File: config.mk
export PLATFORM = sky130hd
export DESIGN_NAME = alu_rv_pipe
export DESIGN_NICKNAME = d
export VERILOG_FILES = /design/src/rtl/alu_rv_pipe.sv
export SDC_FILE = /design/constraint.sdc
export NUM_CORES = 1
export LEC_CHECK = 0
export CAP_MARGIN = 25
export CORE_MARGIN = 4
export CORE_UTILIZATION = 30
export DETAILED_ROUTE_END_ITERATION = 16
export PLACE_DENSITY = 0.57
export SYNTH_ARGS = -nofsm -noshare
export SYNTH_HDL_FRONTEND = slang
export SYNTH_SLANG_ARGS = --single-unit
File: constraint.sdc
create_clock -name i_CLK -period 6.84 [get_ports i_CLK]
set_input_delay 1.026 -clock i_CLK [delete_from_list [all_inputs] [get_ports i_CLK]]
set_output_delay 1.026 -clock i_CLK [all_outputs]
set_load 0.03 [all_outputs]
File: src/rtl/alu_rv_pipe.sv
// Two-stage ready/valid ALU: operand capture register, combinational compute,
// and a circular result FIFO whose free space is granted to upstream as credit.
module alu_rv_pipe #(
  parameter int WIDTH      = 4,
  parameter int FIFO_DEPTH = 2
) (
  input  logic                          i_CLK,
  input  logic                          i_RSTn,
  input  logic                          i_VALID,
  output logic                          o_READY,
  input  logic [WIDTH-1:0]              i_A,
  input  logic [WIDTH-1:0]              i_B,
  input  logic [1:0]                    i_SEL,
  output logic                          o_VALID,
  input  logic                          i_READY,
  output logic [WIDTH-1:0]              o_Y,
  output logic                          o_OVF,
  output logic                          o_ERR,
  output logic [$clog2(FIFO_DEPTH):0]   o_LEVEL
);

  localparam int AW  = $clog2(FIFO_DEPTH);
  localparam int LW  = AW + 1;
  localparam int SW  = 2 * WIDTH;
  localparam int CW  = $clog2(SW + 1);
  // Counter/position width is at least WIDTH+1 so the overflow slice always exists.
  localparam int CWX = (CW > WIDTH) ? CW : WIDTH + 1;
  localparam logic [LW:0] DEPTH_C = (LW + 1)'(FIFO_DEPTH);

  typedef enum logic [1:0] {
    OP_SUB    = 2'b00,
    OP_NAND   = 2'b01,
    OP_LONES  = 2'b10,
    OP_ONEHOT = 2'b11
  } op_e;

  typedef struct packed {
    logic [WIDTH-1:0] y;
    logic             ovf;
    logic             err;
  } res_t;

  // Stage-1 operand register
  logic             s1_valid_q;
  logic [WIDTH-1:0] s1_a_q;
  logic [WIDTH-1:0] s1_b_q;
  op_e              s1_op_q;

  // Output FIFO
  res_t             mem_q [FIFO_DEPTH];
  logic [AW-1:0]    wr_ptr_q;
  logic [AW-1:0]    rd_ptr_q;
  logic [LW-1:0]    count_q;
  logic [LW-1:0]    count_d;

  logic             accept;
  logic             push;
  logic             pop;
  logic [LW:0]      occupancy;
  res_t             s2_res;
  res_t             head;

  // Credit is computed from registered state only, so o_READY never depends on
  // i_READY or i_VALID. With FIFO_DEPTH=2 the credit loop sustains 2 results
  // every 3 cycles; a depth of 4 or more sustains one per cycle.
  assign occupancy = {{LW{1'b0}}, s1_valid_q} + {1'b0, count_q};
  assign o_READY   = (occupancy < DEPTH_C);
  assign accept    = i_VALID & o_READY;

  // NOTE: sequential state uses non-blocking assignments so every register
  // samples pre-edge values, independent of always-block evaluation order.
  always_ff @(posedge i_CLK or negedge i_RSTn) begin
    if (!i_RSTn) begin
      s1_valid_q <= 1'b0;
      s1_a_q     <= '0;
      s1_b_q     <= '0;
      s1_op_q    <= OP_SUB;
    end else begin
      s1_valid_q <= accept;
      if (accept) begin
        s1_a_q  <= i_A;
        s1_b_q  <= i_B;
        s1_op_q <= op_e'(i_SEL);
      end
    end
  end

  logic [SW-1:0]    cat;
  logic [WIDTH-1:0] diff;
  logic [CWX-1:0]   ones_cnt;
  logic [CWX-1:0]   hot_pos;
  logic             ones_run;
  logic             hot_seen;
  logic             hot_multi;

  // NOTE: every variable gets a default at the top of the block so no path
  // leaves it unassigned, which would otherwise infer a latch.
  always_comb begin
    cat       = {s1_b_q, s1_a_q};
    diff      = s1_a_q - s1_b_q;
    ones_cnt  = '0;
    ones_run  = 1'b1;
    hot_pos   = '0;
    hot_seen  = 1'b0;
    hot_multi = 1'b0;
    s2_res    = '0;

    for (int i = SW - 1; i >= 0; i--) begin
      if (ones_run && cat[i]) ones_cnt = ones_cnt + CWX'(1);
      else                    ones_run = 1'b0;
    end

    for (int i = 0; i < SW; i++) begin
      if (cat[i]) begin
        if (hot_seen) hot_multi = 1'b1;
        hot_seen = 1'b1;
        hot_pos  = CWX'(i);
      end
    end

    case (s1_op_q)
      OP_SUB: begin
        s2_res.y   = diff;
        s2_res.ovf = (s1_a_q[WIDTH-1] != s1_b_q[WIDTH-1]) &&
                     (diff[WIDTH-1]   != s1_a_q[WIDTH-1]);
      end
      OP_NAND: begin
        s2_res.y = ~(s1_a_q & s1_b_q);
      end
      OP_LONES: begin
        s2_res.y   = ones_cnt[WIDTH-1:0];
        s2_res.ovf = |ones_cnt[CWX-1:WIDTH];
      end
      OP_ONEHOT: begin
        if (!hot_seen || hot_multi) begin
          s2_res.err = 1'b1;
        end else begin
          s2_res.y   = hot_pos[WIDTH-1:0];
          s2_res.ovf = |hot_pos[CWX-1:WIDTH];
        end
      end
      default: ;
    endcase
  end

  // Stage 1 drains into the FIFO every cycle; credit guarantees room for it.
  assign push    = s1_valid_q;
  assign o_VALID = (count_q != '0);
  assign pop     = o_VALID & i_READY;

  always_comb begin
    count_d = count_q;
    case ({push, pop})
      2'b10:   count_d = count_q + LW'(1);
      2'b01:   count_d = count_q - LW'(1);
      default: ;
    endcase
  end

  always_ff @(posedge i_CLK or negedge i_RSTn) begin
    if (!i_RSTn) begin
      wr_ptr_q <= '0;
      rd_ptr_q <= '0;
      count_q  <= '0;
    end else begin
      count_q <= count_d;
      if (push) wr_ptr_q <= wr_ptr_q + AW'(1);
      if (pop)  rd_ptr_q <= rd_ptr_q + AW'(1);
    end
  end

  // NOTE: the storage array has no reset; an entry is only ever read after it
  // was written, and the outputs are forced to zero while the FIFO is empty.
  always_ff @(posedge i_CLK) begin
    if (push) mem_q[wr_ptr_q] <= s2_res;
  end

  assign head    = mem_q[rd_ptr_q];
  assign o_Y     = o_VALID ? head.y   : '0;
  assign o_OVF   = o_VALID ? head.ovf : 1'b0;
  assign o_ERR   = o_VALID ? head.err : 1'b0;
  assign o_LEVEL = count_q;

endmodule

Word level (Yosys, flattened, before mapping) --
Memory sizes are Yosys's and may differ from the RTL's. Index checks and enable logic that the tools add are counted.
Cells by class: $add $sub $neg 13, multiply operators 0, divide/modulo/power cells 0, magnitude comparators 1, eq/ne operators 7, shift operators 0, muxes and demuxes 55, bitwise logic cells 4, reductions and logical operators 13
Operator list (count):
- $mux W5 | 14
- $mux W1 | 37
- $add A5 B1 Y5 const B | 7
- $pmux W4 S4 | 1
- $logic_and A1 B1 Y1 | 8
- $eq A2 B2 Y1 const B | 3
- $and A4 B4 Y4 | 1
- $eq A2 B1 Y1 const B | 2
- $mux W4 | 1
- $not A4 Y4 | 1
- $pmux W2 S2 | 1
- $reduce_bool A2 Y1 | 2
- $sub A4 B4 Y4 | 1
- $add A1 B2 Y3 | 1
- $lt A3 B2 Y1 const B | 1
- $pmux W1 S3 | 1
- $add A1 B1 Y1 const B | 2
- $add A2 B1 Y2 const B | 1
- $and A1 B1 Y1 | 2
- $logic_not A2 Y1 | 1
- $ne A1 B1 Y1 | 2
- $sub A2 B1 Y2 const B | 1
- $logic_not A1 Y1 | 1
- $logic_or A1 B1 Y1 | 1
Storage, ports and cells: flip-flop bits (word level) 15, bits in latches 0, bits in writable memories 12, memory bits (read-only) 0, word-level logic and storage cells 101, memories 1
Memories:
- mem_q | depth 2, width 6, read ports 1, clocked after Yosys merged registers in 0, write ports 1, line 50 | res_t mem_q [FIFO_DEPTH];

Logic depth before layout (Yosys ltp) --
Gate-level depths: netlist of the first run.
word-level depth 18, gate-level depth with buffers 16

Worst setup path before layout of the first run --
OpenSTA, ideal clock, no wires.
path type register to register, start register s1_b_q[1], end memory mem_q[0][3] (netlist name), data pin, data arrival time 3.134 ns, data required time 6.579 ns, slack 3.445 ns, stages on the path, launching flop included 17, clock period less this slack 3.395 ns, path through dfrtp_1 clkbuf_2 clkinv_1 a21boi_0 ha_1 nand2_1 a31oi_1 nand2_1 o21ai_0 ha_1 mux2_2 ha_1 a211oi_1 a21oi_1 a21boi_0 o21ai_0 o22a_1
RTL lines:
- start, declared | line 46 | logic [WIDTH-1:0] s1_b_q;
- start signal, assigned | line 82 | s1_b_q <= i_B;
- end, declared | line 50

==> results of run 1 <==
==> flip-flops by register name, summed over array words and instances (netlist names) <==
signal    flops
mem_q        12
o_LEVEL       2
push          1
rd_ptr_q      1
s1_a_q        4
s1_b_q        4
s1_op_q       2
wr_ptr_q      1
==> logic make-up (layout without fill, tap and decap cells) <==
kind of cell	after synthesis	in the layout	share of synthesized area, %
AO/OA/AOI/OAI	41	41	14.2
multiplexers	14	14	8.01
XOR/XNOR	14	14	6.65
AND/OR/NAND/NOR	63	63	17.4
flip-flops	27	27	39.9
buffers and inverters	20	37	4.61
adder cells (fa/ha/maj)	13	13	9.23
==> per-stage QoR <==
stage / setup slack, ns / cell area [um2] / total power, mW / cells / util (%)
after CTS: 2.99 / 2170 / 1.10 / 284 / 36.4
final: 2.98 / 2170 / 1.09 / 284 / 36.4
after global placement: 3.12 / 2120 / 0.999 / 280 / 35.6
after floorplan: 3.44 / 1840 / 0.832 / 192 / -
after detailed placement: 3.02 / 2120 / 1.00 / 280 / 35.6
after global routing: 2.71 / 2170 / 1.20 / 284 / 36.4
==> metal layers <==
| metal | GRT usage [%] | wire (um) | vias to the layer above | part of all wire (%) |
|---|---|---|---|---|
| met5 | 0 | 0 | - | 0 |
| met4 | 3.12 | 44 | 0 | 1.2 |
| met3 | 2.28 | 195 | 4 | 5.3 |
| met2 | 16.4 | 1650 | 38 | 44 |
| met1 | 15.3 | 1820 | 641 | 49 |
| li1 | - | - | 706 | - |
==> cells in the final DEF, fill, tap and decap left out, drive strengths merged, types with 2 or more instances in the layout <==
master	n
o21a	2
dfrtp	15
a21boi	2
edfxtp	12
xnor2	7
a21o	2
o22a	2
xor2	7
or2	2
a31oi	2
a211oi	3
o21ai	15
nor2	17
ha	12
nand2b	4
nand4	3
clkbuf	3
inv	9
nor3	4
nor2b	3
mux2i	8
and2	2
clkdlybuf4s50	23
a21oi	7
nand2	21
mux2	6
==> cell type report <==
cell class                      count  area (um2)  share of cell area (%)
Clock buffer                        3        41.3                    1.90
Clock inverter                      1        7.51                   0.346
Inverter                           10        37.5                    1.73
Multi-Input combinational cell    145        1020                    47.2
Sequential cell                    27         736                    33.9
Tap cell                           75        93.8                    4.33
Timing Repair Buffer               23         230                    10.6
==> how the worst max path moves through the flow <==
stage | startpoint | endpoint | cells after the start
floorplan | s1_b_q[1] | mem_q[0][3] | 16
global placement | s1_b_q[1] | mem_q[0][3] | 15
detailed placement | s1_b_q[1] | mem_q[0][3] | 15
CTS | s1_b_q[1] | mem_q[0][3] | 15
global route | s1_b_q[1] | mem_q[0][3] | 15
finish | s1_b_q[1] | mem_q[0][3] | 15
==> where the power goes <==
group / total (mW) / internal (mW) / leakage (nW) / switching (mW)
Clock: 0.0939 / 0.0414 / 0.0217 / 0.0524
Sequential: 0.386 / 0.255 / 0.291 / 0.131
Combinational: 0.608 / 0.283 / 0.546 / 0.325
Total: 1.09 / 0.579 / 0.858 / 0.509
==> metrics, run 1 <==
CTS root buffer clkbuf_8; drt pass-1 iters 4; Max FO, Critical Path 9; antenna violations before repair 0; dpl hpwl 2.81 mm; Crit path required time 6.87 ns; Slowest-stage cell, CP dfrtp_1; R2R Setup Slk 2.98 ns; FP Rows 28; TritonCTS clock tree yes; routability cong. 0.855; first-pass GRT wire length 6.34 mm; count leader, synth nand2_1; fill count 603; flops & latches, synth 27; die height 86.4 um; n_diodes 0; Max Cap Violations 0; share of layout cells above drive strength 1 7.18%; top cells by count, synth nand2_1, nor2_1, dfrtp_1, o21ai_0; LEAKAGE 0.858 nW; Slowest Stage Delay on Critical Path 0.54 ns; via count 1389; crit path capture type flop; depth of the most critical reg-to-reg path 15; Slew headroom 50.4%; Starting Density 31.0%; WHS 0.499 ns; total gr overflow 0; min-delay src wr_ptr_q; Hold Violations, Final 0; Vias/cell 4.89; vias in the first global route 1314; Seq/Total Area, Yosys 39.9%; worst min-delay path category reg -> reg; Cell Area, Synth 1840 um2; Final setup viols 0; Netlist cell types 47; synth top area cells dfrtp_1, edfxtp_1, ha_1; post-CTS setup buffer count 0; clk_skew 0.00323 ns; die width 86.4 um; die area 7470 um2; maximum number of pins on one net before global-route repair 17; # hold bufs at CTS 0; Max clock buf depth 2; Mean Syn Cell Area 9.61 um2; slew at the pin closest to its max-slew limit 0.742 ns; Nets 237; ratio of final minimum period to clock period 56.5%; count of flip-flops with a built-in enable after synthesis 12; drt initial violations 62; PwrDens 502 nW/um2; Crit path buffers/inverters 1; WL/cell 13.1 um; r2r endpoint mem_q[0][3]; CTS Sinks 27; Detail Route Antenna Nets 0; clk_lat worst skew 0.28 ns; post_cts resized 0; crit path launch type flop; cts bufs inserted 3; global-route usage over all layers 10.8%; io pins 24; crit path DAT 3.90 ns; Area Overhead vs Synth 17.6%; Worst Hold Path Cells 1; Crit Path Class reg -> reg; CP dominant cell by count ha_1; worst r2r src s1_b_q[1]; Buffers on Ports 23; drt total wl 3.71 mm; FMAX 0.259 GHz; syn_nets 219; top_reg_cell synth dfrtp_1; area share of the largest cell type after synthesis 20.4%; cells along the critical path clkinv_1 > a21boi_0 > ha_1 > nand2_1 > a31oi_1 > nand2_1 > o21ai_0 > ha_1 > mux2_2 > ha_1 > a211oi_1 > a21oi_1 > a21boi_0 > o21ai_0 > o22a_1; core area 5960 um2; WHS Endpoint wr_ptr_q; Worst VDD drop 0.224 mV; final max-slew violation count 0; CP top delay family compound AO/OA/AOI/OAI gates; async set-or-reset flop fraction in the synthesized netlist 55.6%; Synth Warn # 0; status completed; clock-pin slew on the worst setup and hold paths 0.09 ns; drt drc 0; final period demand of the worst path 3.86 ns; final setup TNS 0 ns; area leader, netlist dfrtp_1; Syn Inst Count 192; RSZ-0062 raised after global routing no; # H-tree levels 1
Power figures use the tool's default switching activity.
==> run 2, diff against run 1 <==
Clock period 6.84 ns to 3.8 ns, I/O delays scaled along.
==> run 2 against run 1 <==
Against the previous run: wire length increased by 2.2%; first-iteration DRC count increased by 23%; maximum frequency increased by 11%; power increased by 85%.
==> metrics, run 2 (synthesized netlist as in run 1, its figures left out) <==
Detail Route Antenna Nets 0 (unchanged); Vias/cell 4.86 (was 4.89); fill count 619 (was 603); Worst VDD drop 0.477 mV (was 0.224 mV); Buffers on Ports 23 (unchanged); clock-pin slew on the worst setup and hold paths 0.10 ns (was 0.09 ns); crit path capture type flop (unchanged); # H-tree levels 1 (unchanged); core area 5960 um2 (unchanged); maximum number of pins on one net before global-route repair 17 (unchanged); Hold Violations, Final 0 (unchanged); Comb pwr share 58.7% (was 55.9%); drt total wl 3.80 mm (was 3.71 mm); Slowest-stage cell, CP dfrtp_2 (was dfrtp_1); switch share 46.1% (was 46.8%); share of layout cells above drive strength 1 11.2% (was 7.18%); max reg flops 12 (unchanged); global-route usage over all layers 10.6% (was 10.8%); clk_lat worst skew 0.27 ns (was 0.28 ns); CTS root buffer clkbuf_8 (unchanged); routability cong. 0.791 (was 0.855); vias in the first global route 1319 (was 1314); area of the multi-input gates 1030 um2 (was 1020 um2); crit path DAT 3.50 ns (was 3.90 ns); Crit path required time 3.83 ns (was 6.87 ns); first-pass GRT wire length 6.35 mm (was 6.34 mm); Slowest Stage Delay on Critical Path 0.51 ns (was 0.54 ns); power share of the sequential group 33.0% (was 35.5%); drt drc 0 (unchanged); Nets 243 (was 237); WHS Endpoint wr_ptr_q (unchanged); io pins 24 (unchanged); FMAX 0.288 GHz (was 0.259 GHz); Area Overhead vs Synth 20.4% (was 17.6%); dpl hpwl 2.87 mm (was 2.81 mm); clk_skew 0.00392 ns (was 0.00323 ns); crit path launch type flop (unchanged); die width 86.4 um (unchanged); Max FO, Critical Path 12 (was 9); post-layout instance area 2220 um2 (was 2170 um2); Max clock buf depth 2 (unchanged); CP dominant cell by count ha_1 (unchanged); placed cells 286 (was 280); drt initial violations 76 (was 62); slew at the pin closest to its max-slew limit 0.740 ns (was 0.742 ns); cells along the critical path nand2_2 > inv_1 > ha_1 > nand2_1 > a31oi_1 > nand2_1 > o21ai_0 > ha_1 > mux2_2 > ha_1 > a211oi_1 > a21oi_1 > a21boi_0 > o21ai_0 > o22a_1 (was clkinv_1 > a21boi_0 > ha_1 > nand2_1 > a31oi_1 > nand2_1 > o21ai_0 > ha_1 > mux2_2 > ha_1 > a211oi_1 > a21oi_1 > a21boi_0 > o21ai_0 > o22a_1); Finished Layout Cells 290 (was 284); sw power 0.931 mW (was 0.509 mW); R2R Setup Slk 0.33 ns (was 2.98 ns); antenna violations before repair 0 (unchanged); n_diodes 0 (unchanged); status completed (unchanged); worst min-delay path category reg -> reg (unchanged); Largest Register mem_q (unchanged); WHS 0.491 ns (was 0.499 ns); ratio of final minimum period to clock period 91.3% (was 56.5%); RSZ-0062 raised after global routing no (unchanged); final setup TNS 0 ns (unchanged); most common cell after layout, fill and taps aside clkdlybuf4s50_1 (unchanged); Slew headroom 50.5% (was 50.4%); clock share of power 8.4% (was 8.6%); PwrDens 910 nW/um2 (was 502 nW/um2); die height 86.4 um (unchanged); TritonCTS clock tree yes (unchanged); Max Cap Violations 0 (unchanged); post-CTS setup buffer count 0 (unchanged); worst r2r src s1_b_q[3] (was s1_b_q[1]); via count 1408 (was 1389); commonest non-fill, non-tap cells in the layout clkdlybuf4s50_1, nand2_1, nor2_1, o21ai_0, dfrtp_1 (was clkdlybuf4s50_1, nand2_1, nor2_1, dfrtp_1, o21ai_0); FP Rows 28 (unchanged); drt pass-1 iters 4 (unchanged); DP Area 2170 um2 (was 2120 um2); WL/cell 13.1 um (about the same); Largest regs mem_q (12), s1_a_q (4), s1_b_q (4) (unchanged); FF+latch area 738 um2 (was 736 um2); Crit. Startpoint s1_b_q[3] (was s1_b_q[1]); total gr overflow 0 (unchanged); LEAKAGE 0.886 nW (was 0.858 nW); min-delay src wr_ptr_q (unchanged); final max-slew violation count 0 (unchanged); Worst Hold Path Cells 1 (unchanged); Final setup viols 0 (unchanged); cts bufs inserted 3 (unchanged); die area 7470 um2 (unchanged); Crit Path Class reg -> reg (unchanged); r2r endpoint mem_q[0][3] (unchanged); final core utilization 37.3% (was 36.4%); Starting Density 31.0% (unchanged); depth of the most critical reg-to-reg path 15 (unchanged); cell-internal power 1.09 mW (was 0.579 mW); CTS Sinks 27 (unchanged); final period demand of the worst path 3.47 ns (was 3.86 ns)
## run 2: changes by cell type in the layout (fill, tap and decap cells not counted), sizes merged
cell / change
buf: +6
## run 2: routing by layer
layer | vias to the layer above | track usage, % | share of wire (%) | routed length, um
li1 | 720 | - | - | -
met1 | 654 | 14.8 | 47 | 1800
met2 | 30 | 17.4 | 48 | 1810
met3 | 4 | 2.28 | 4.3 | 164
met4 | 0 | 1.56 | 0.58 | 22
met5 | - | 0 | 0 | 0
## run 2: cell type report
type	count	area share [%]
clock buffers	3	1.86
clock inverters	1	0.338
inverters	10	1.69
multi-input cells	145	46.2
flip-flops and latches	27	33.3
well taps	75	4.23
repair buffers	29	12.4
## run 2: power by group through the flow
stage / logic (mW) / registers, mW / clock network, mW
floorplan: 0.925 / 0.572 / 0
global placement: 1.19 / 0.663 / 0
detailed placement: 1.18 / 0.666 / 0
CTS: 1.20 / 0.660 / 0.177
global route: 1.34 / 0.698 / 0.189
finish: 1.18 / 0.665 / 0.169
## run 2: worst max-delay path, delay by kind of cell (launching register included)
family | cells | cell delay, ns
and+or+nand+nor | 3 | 0.29
AOI/OAI and AO/OA | 7 | 1.25
adders and majority gates | 3 | 0.86
buffers and inverters | 1 | 0.05
DFF | 1 | 0.51
muxes | 1 | 0.27
## run 2: worst max path at each step
stage | to | depth (start not counted)
2_1_floorplan | mem_q[0][3] | 16
6_report | mem_q[0][3] | 15
5_1_grt | mem_q[0][3] | 15
3_3_place_gp | mem_q[0][3] | 15
4_1_cts | mem_q[0][3] | 15
3_5_place_dp | mem_q[1][3] | 15
## run 2: through the flow
| step | total power [mW] | worst slack [ns] |
|---|---|---|
| after global placement | 1.85 | 0.384 |
| final | 2.02 | 0.329 |
| after CTS | 2.03 | 0.234 |
| after global routing | 2.22 | 0.0143 |
| after floorplan | 1.50 | 0.405 |
| after detailed placement | 1.85 | 0.260 |
## run 2: repair_timing
action | CTS | global route
setup endpoints to repair | 0 | 2
resized for setup | 0 | 3
hold buffers | 0 | 0
